===== config.mk =====
export PLATFORM = sky130hd
export DESIGN_NAME = sha_pipelined_nonce_feeder
export DESIGN_NICKNAME = d
export VERILOG_FILES = /design/src/rtl/sha_pkg.sv /design/src/rtl/sha_header_pad.sv /design/src/rtl/sha_pipelined_nonce_feeder.sv
export SDC_FILE = /design/constraint.sdc
export NUM_CORES = 2
export LEC_CHECK = 0
export BUFFER_PORTS_ARGS = -buffer_cell sky130_fd_sc_hd__buf_2
export CORE_AREA = 2 2 474 476
export DETAILED_ROUTE_END_ITERATION = 6
export DIE_AREA = 0 0 476 478
export PLACE_DENSITY_LB_ADDON = 0.15
export SYNTH_ARGS = -nofsm -noshare
export SYNTH_HDL_FRONTEND = slang
export SYNTH_HIERARCHICAL = 1
export SYNTH_SLANG_ARGS = --single-unit
export TNS_END_PERCENT = 50

===== constraint.sdc =====
create_clock -name clk -period 2.9 [get_ports clk]
set_input_delay 0.435 -clock clk [delete_from_list [all_inputs] [get_ports clk]]
set_output_delay 0.435 -clock clk [all_outputs]
set_load 0.03 [all_outputs]

===== src/rtl/sha_pkg.sv =====
// sha_pkg: types and constants shared by the SHA-256 feeder and round stages
package sha_pkg;
    typedef logic [7:0][31:0] HashState;
    typedef logic [15:0][31:0] sha_block_t;
    typedef logic [2:0][31:0] sha_tail_t;
    typedef enum logic {IDLE, RUN} feeder_state_t;
    localparam logic [31:0] SHA_PAD_WORD = 32'h80000000;
    localparam int SHA_HDR_LEN_BITS = 640;
endpackage


===== src/rtl/sha_header_pad.sv =====
// sha_header_pad: builds the padded second header block from tail words and nonce
module sha_header_pad
    import sha_pkg::*;
#(
    parameter int NONCE_IDX = 3,
    parameter int MSG_BITS  = SHA_HDR_LEN_BITS
) (
    input  sha_tail_t   tail,
    input  logic [31:0] nonce,
    output sha_block_t  blk
);
    always_comb begin
        blk            = '0;
        blk[0]         = tail[0];
        blk[1]         = tail[1];
        blk[2]         = tail[2];
        blk[4]         = SHA_PAD_WORD;
        blk[15]        = 32'(MSG_BITS);
        blk[NONCE_IDX] = nonce;
    end
endmodule


===== src/rtl/sha_pipelined_nonce_feeder.sv =====
// sha_pipelined_nonce_feeder: accepts a mining job and issues one padded block per enabled cycle
module sha_pipelined_nonce_feeder
    import sha_pkg::*;
#(
    parameter int NONCE_IDX = 3,
    parameter int MSG_BITS  = SHA_HDR_LEN_BITS
) (
    input  logic        clk,
    input  logic        rst_n,
    input  logic        job_valid_i,
    output logic        job_ready_o,
    input  HashState    midstate_i,
    input  sha_tail_t   tail_i,
    input  logic [31:0] nonce_start_i,
    input  logic [31:0] nonce_end_i,
    input  logic        enable_i,
    input  logic        abort_i,
    output HashState    state_o,
    output sha_block_t  W_o,
    output logic [31:0] nonce_o,
    output logic        valid_o,
    output logic        newblock_o,
    output logic        done_o
);
    feeder_state_t state, state_n;
    HashState      mid;
    sha_tail_t     tail;
    logic [31:0]   cur, last;
    logic          pending_new, accept, issue, is_last;
    sha_block_t    blk;

    assign job_ready_o = state == IDLE;

    always_comb begin
        accept  = state == IDLE && job_valid_i;
        issue   = state == RUN && !abort_i && enable_i;
        is_last = cur == last;
        state_n = accept ? RUN :
                  (state == RUN && (abort_i || (issue && is_last))) ? IDLE : state;
    end

    always_ff @(posedge clk or negedge rst_n)
        if (!rst_n) state <= IDLE;
        else        state <= state_n;

    sha_header_pad #(.NONCE_IDX(NONCE_IDX), .MSG_BITS(MSG_BITS)) u_pad (
        .tail (tail),
        .nonce(cur),
        .blk  (blk)
    );

    // Output data registers only load on issue so they hold through pauses and bubbles.
    always_ff @(posedge clk or negedge rst_n) begin
        if (!rst_n) begin
            mid         <= '0;
            tail        <= '0;
            cur         <= '0;
            last        <= '0;
            pending_new <= 1'b0;
            state_o     <= '0;
            W_o         <= '0;
            nonce_o     <= '0;
            valid_o     <= 1'b0;
            newblock_o  <= 1'b0;
            done_o      <= 1'b0;
        end else begin
            valid_o    <= issue;
            newblock_o <= issue && pending_new;
            done_o     <= issue && is_last;
            if (accept) begin
                mid         <= midstate_i;
                tail        <= tail_i;
                cur         <= nonce_start_i;
                last        <= nonce_end_i;
                pending_new <= 1'b1;
            end else if (state == RUN && abort_i) begin
                pending_new <= 1'b0;
            end else if (issue) begin
                state_o     <= mid;
                W_o         <= blk;
                nonce_o     <= cur;
                pending_new <= 1'b0;
                cur         <= cur + 32'd1;
            end
        end
    end
endmodule

==> run_results.csv <==
group,metric,value,unit
status,status,"finished clean",
finish,nFillCells,24100,
setup_path,reg2reg_depth,5,
route,viasPerCell,3.86,
floorplanning,io_pins,1225,
route,avgRoutedWirePerCell,19.0,um
sta,hold_viol_final,0,
logic_synthesis,ys_top_cells_by_area,"dfrtp_1 61%, nand2_1 27%, buf_4 7.7%",
sta,rsz0062_at_grt,"no",
setup_path,required,3570,ps
floorplanning,die_y,478,um
global_route,grtUsageMet2,28.8,%
clock_network,clkSinkCount,1221,
power,peakVddDrop,0.573,mV
logic_synthesis,synth_area,50200,sq um
route,firstDrtPassIters,5,
logic_synthesis,yosys_warnings,6,
power,pwr-share-clk,31.1,%
logic_synthesis,avgSynthCellArea,8.67,sq um
clock_network,post_cts.repair.setup_buffers,0,
route,drc_errors,0,
min_path,hp-class,"in -> reg",
setup_path,crit_type,"reg -> reg",
min_path,min_from,"midstate_i[16]",
global_route,met3_usage,5.74,%
place,dp_hpwl,141000,um
logic_synthesis,yosysSeqAreaShare,60.9,%
sta,worst_clock_skew,45.0,ps
setup_path,path_max_fanout,2,
logic_synthesis,synth_enable_flop_cells,0,
logic_synthesis,synth_top_area_cell,"dfrtp_1",
finish,nets,7707,
finish,synthToLayoutAreaGrowth,34.0,%
setup_path,r2r_start,"cur[29]$_DFFE_PN0P_",
sta,slew_viol_final,0,
logic_synthesis,yosysTopAreaCellShare,60.9,%
logic_synthesis,synth.distinct_cells,41,
sta,timing.slew.headroom,36.7,%
global_route,grt_max_degree,159,
power,p_switching,24.5,mW
sta,tightest_slew,949,ps
place,port_buffers,1224,
clock_network,clk_latency,770,ps
global_route,met1_usage,20.3,%
floorplanning,core,223000,sq um
setup_path,max_stage_delay,770,ps
floorplanning,die_x,476,um
min_path,hold_path_depth,3,
setup_path,crit_arrival,3200,ps
global_route,gr-total-overflow,0,
sta,setup_slack,365,ps
global_route,grt.busiest_layer,"met2",
min_path,worstHoldEndpoint,"mid[16]$_DFFE_PN0P_",
job,drv_cap,0,
global_route,grt_pass1_vias,40900,
global_route,antenna_found_initial,50,
sta,final.setup.tns,0,ps
logic_synthesis,synth-seq-cells,1221,
route,drtIter0Drc,2085,
global_route,grt_usage,17.0,%
setup_path,worstSetupEndpointType,"flop",
global_route,grt_pass1_wl,288000,um
power,power.internal,37.5,mW
floorplanning,num_rows,174,
power,leakage,37.3,nW
floorplanning,initial_core_util,22.5,%
route,wl,198000,um
power,p_comb_share,30.1,%
sta,finalSetupViolCount,0,
logic_synthesis,yosys_most_used_dff,"dfrtp_1",
setup_path,cp-start-kind,"flop",
finish,seqCellArea,30600,sq um
setup_path,reg2reg_slack,370,ps
place,gp_congestion,0.817,
clock_network,htree_levels,4,
logic_synthesis,async_flop_share,100,%
power,power_frac_seq,38.8,%
power,switching_share,39.5,%
clock_network,root_buffer,"clkbuf_16",
setup_path,worstPathCellList,"nand4b_1 -> nor4b_1 -> nand4_1 -> xor2_1 -> o21ai_0",
floorplanning,die_area,228000,sq um
sta,hold-worst-slack,18.5,ps
setup_path,cp_slowest_cell,"nor4b_1",
setup_path,r2r_end,"cur[31]$_DFFE_PN0P_",
clock_network,clk_path_buf_depth,3,
sta,post-route-period-util,87.4,%
clock_network,cts_tree,"done",
finish,multi_input_area,16100,sq um
place,place_ws,235,ps
clock_network,path_clk_slew,60,ps
finish,drive_above_1_share,21.5,%
route,final_antenna_net_count,0,
route,vias,40300,
sta,fin_crit,2530,ps
clock_network,numCtsBuffers,153,
logic_synthesis,syn_inst,5788,
power,power_density,922,nW/um^2
sta,fmax,395,MHz
==> critical path: cells and delay by family (launching register included) <==
| kind | cells | cell delay, ps |
|---|---|---|
| and+or+nand+nor | 3 | 1520 |
| AOI/OAI and AO/OA | 1 | 150 |
| xor gates and xnor gates | 1 | 230 |
| DFF | 1 | 510 |
==> power by group through the flow <==
stage	clock (mW)	combinational [mW]	sequential, mW
final	19.3	18.7	24.0
after global routing	20.7	20.3	24.6
after CTS	20.0	19.1	24.1
after detailed placement	0	18.4	24.3
after global placement	0	18.4	24.2
after floorplan	0	5.21	30.4
==> sequential cells by signal (all words and copies together) (netlist names) <==
register     count
W_o            512
mid            256
state_o        256
tail            96
cur             32
last            32
nonce_o         32
done_o           1
newblock_o       1
pending_new      1
state            1
valid_o          1
==> stage by stage <==
| step | instance area, sq um | util (%) | instances | power [mW] |
|---|---|---|---|---|
| floorplan | 51600 | - | 6170 | 35.6 |
| global placement | 57900 | 26.0 | 9704 | 42.6 |
| detailed placement | 57900 | 26.0 | 9704 | 42.7 |
| CTS | 67100 | 30.1 | 10400 | 63.1 |
| global route | 67200 | 30.1 | 10400 | 65.6 |
| finish | 67200 | 30.1 | 10400 | 62.0 |
==> repair_timing <==
action	in CTS	in global routing
setup endpoints to repair	0	0
resized for setup	0	0
hold endpoints to repair	438	1
hold buffers	417	1
==> Yosys cell counts, types with 2 or more instances <==
master	n
a21oi_1	2
a22oi_1	2
and2_1	2
buf_1	11
buf_2	4
buf_4	512
clkbuf_1	267
conb_1	2
dfrtp_1	1221
inv_1	5
nand2_1	3590
nand3_1	15
nand4_1	11
nand4b_1	2
nor2_1	12
nor3_1	8
nor4_1	9
o211ai_1	6
o21ai_0	28
o311ai_0	7
or2_2	2
xnor2_1	10
xor2_1	42
==> per-layer routing <==
layer  share of wire [%]  vias up
met5               0.039        -
met4                 2.8       10
met2                  48     1079
met1                  41    19200
met3                 7.9      295
li1                    -    19700
==> worst max path at each step <==
| stage | startpoint | to | slack, ps | cells after the start |
|---|---|---|---|---|
| after CTS | cur[29]$_DFFE_PN0P_ | cur[31]$_DFFE_PN0P_ | 270 | 5 |
| after floorplan | abort_i | cur[28]$_DFFE_PN0P_ | 750 | 6 |
| after global routing | cur[29]$_DFFE_PN0P_ | cur[31]$_DFFE_PN0P_ | 190 | 5 |
| after global placement | abort_i | cur[28]$_DFFE_PN0P_ | 260 | 6 |
| final | cur[29]$_DFFE_PN0P_ | cur[31]$_DFFE_PN0P_ | 370 | 5 |
| after detailed placement | abort_i | cur[28]$_DFFE_PN0P_ | 230 | 6 |
==> cell type report <==
type / count / area share [%]
Multi-Input combinational cell: 4148 / 24.0
Clock buffer: 224 / 6.68
Inverter: 6 / 0.0447
Antenna cell: 23 / 0.0856
Sequential cell: 1221 / 45.5
Tap cell: 2992 / 5.57
Timing Repair Buffer: 1755 / 17.3
Clock inverter: 51 / 0.864
==> cells in the final DEF, fill, tap and decap left out, types with 23 or more instances in the layout <==
cell type      Yosys  final
buf_4            512     77
conb_1             2    384
clkbuf_1         267     33
dlygate4sd3_1      0    418
clkbuf_16          0    154
nand2_1         3590   3589
clkbuf_8           0     37
xor2_1            42     42
buf_2              4   1223
diode_2            0     23
dfrtp_1         1221   1221
buf_12             0     37
clkinv_2           0     29
o21ai_0           28     28
==> cell families (layout without fill, tap and decap cells) <==
group / Yosys count / after routing / synth area share, %
flops: 1221 / 1221 / 60.9
compound gates: 49 / 49 / 0.596
other cells: 2 / 407 / 0.0150
xor+xnor: 52 / 52 / 0.908
buf+inv: 801 / 2036 / 9.83
simple gates: 3662 / 3662 / 27.7
fa+ha+maj: 1 / 1 / 0.0249
No activity file was read; power rests on OpenSTA's default activity.
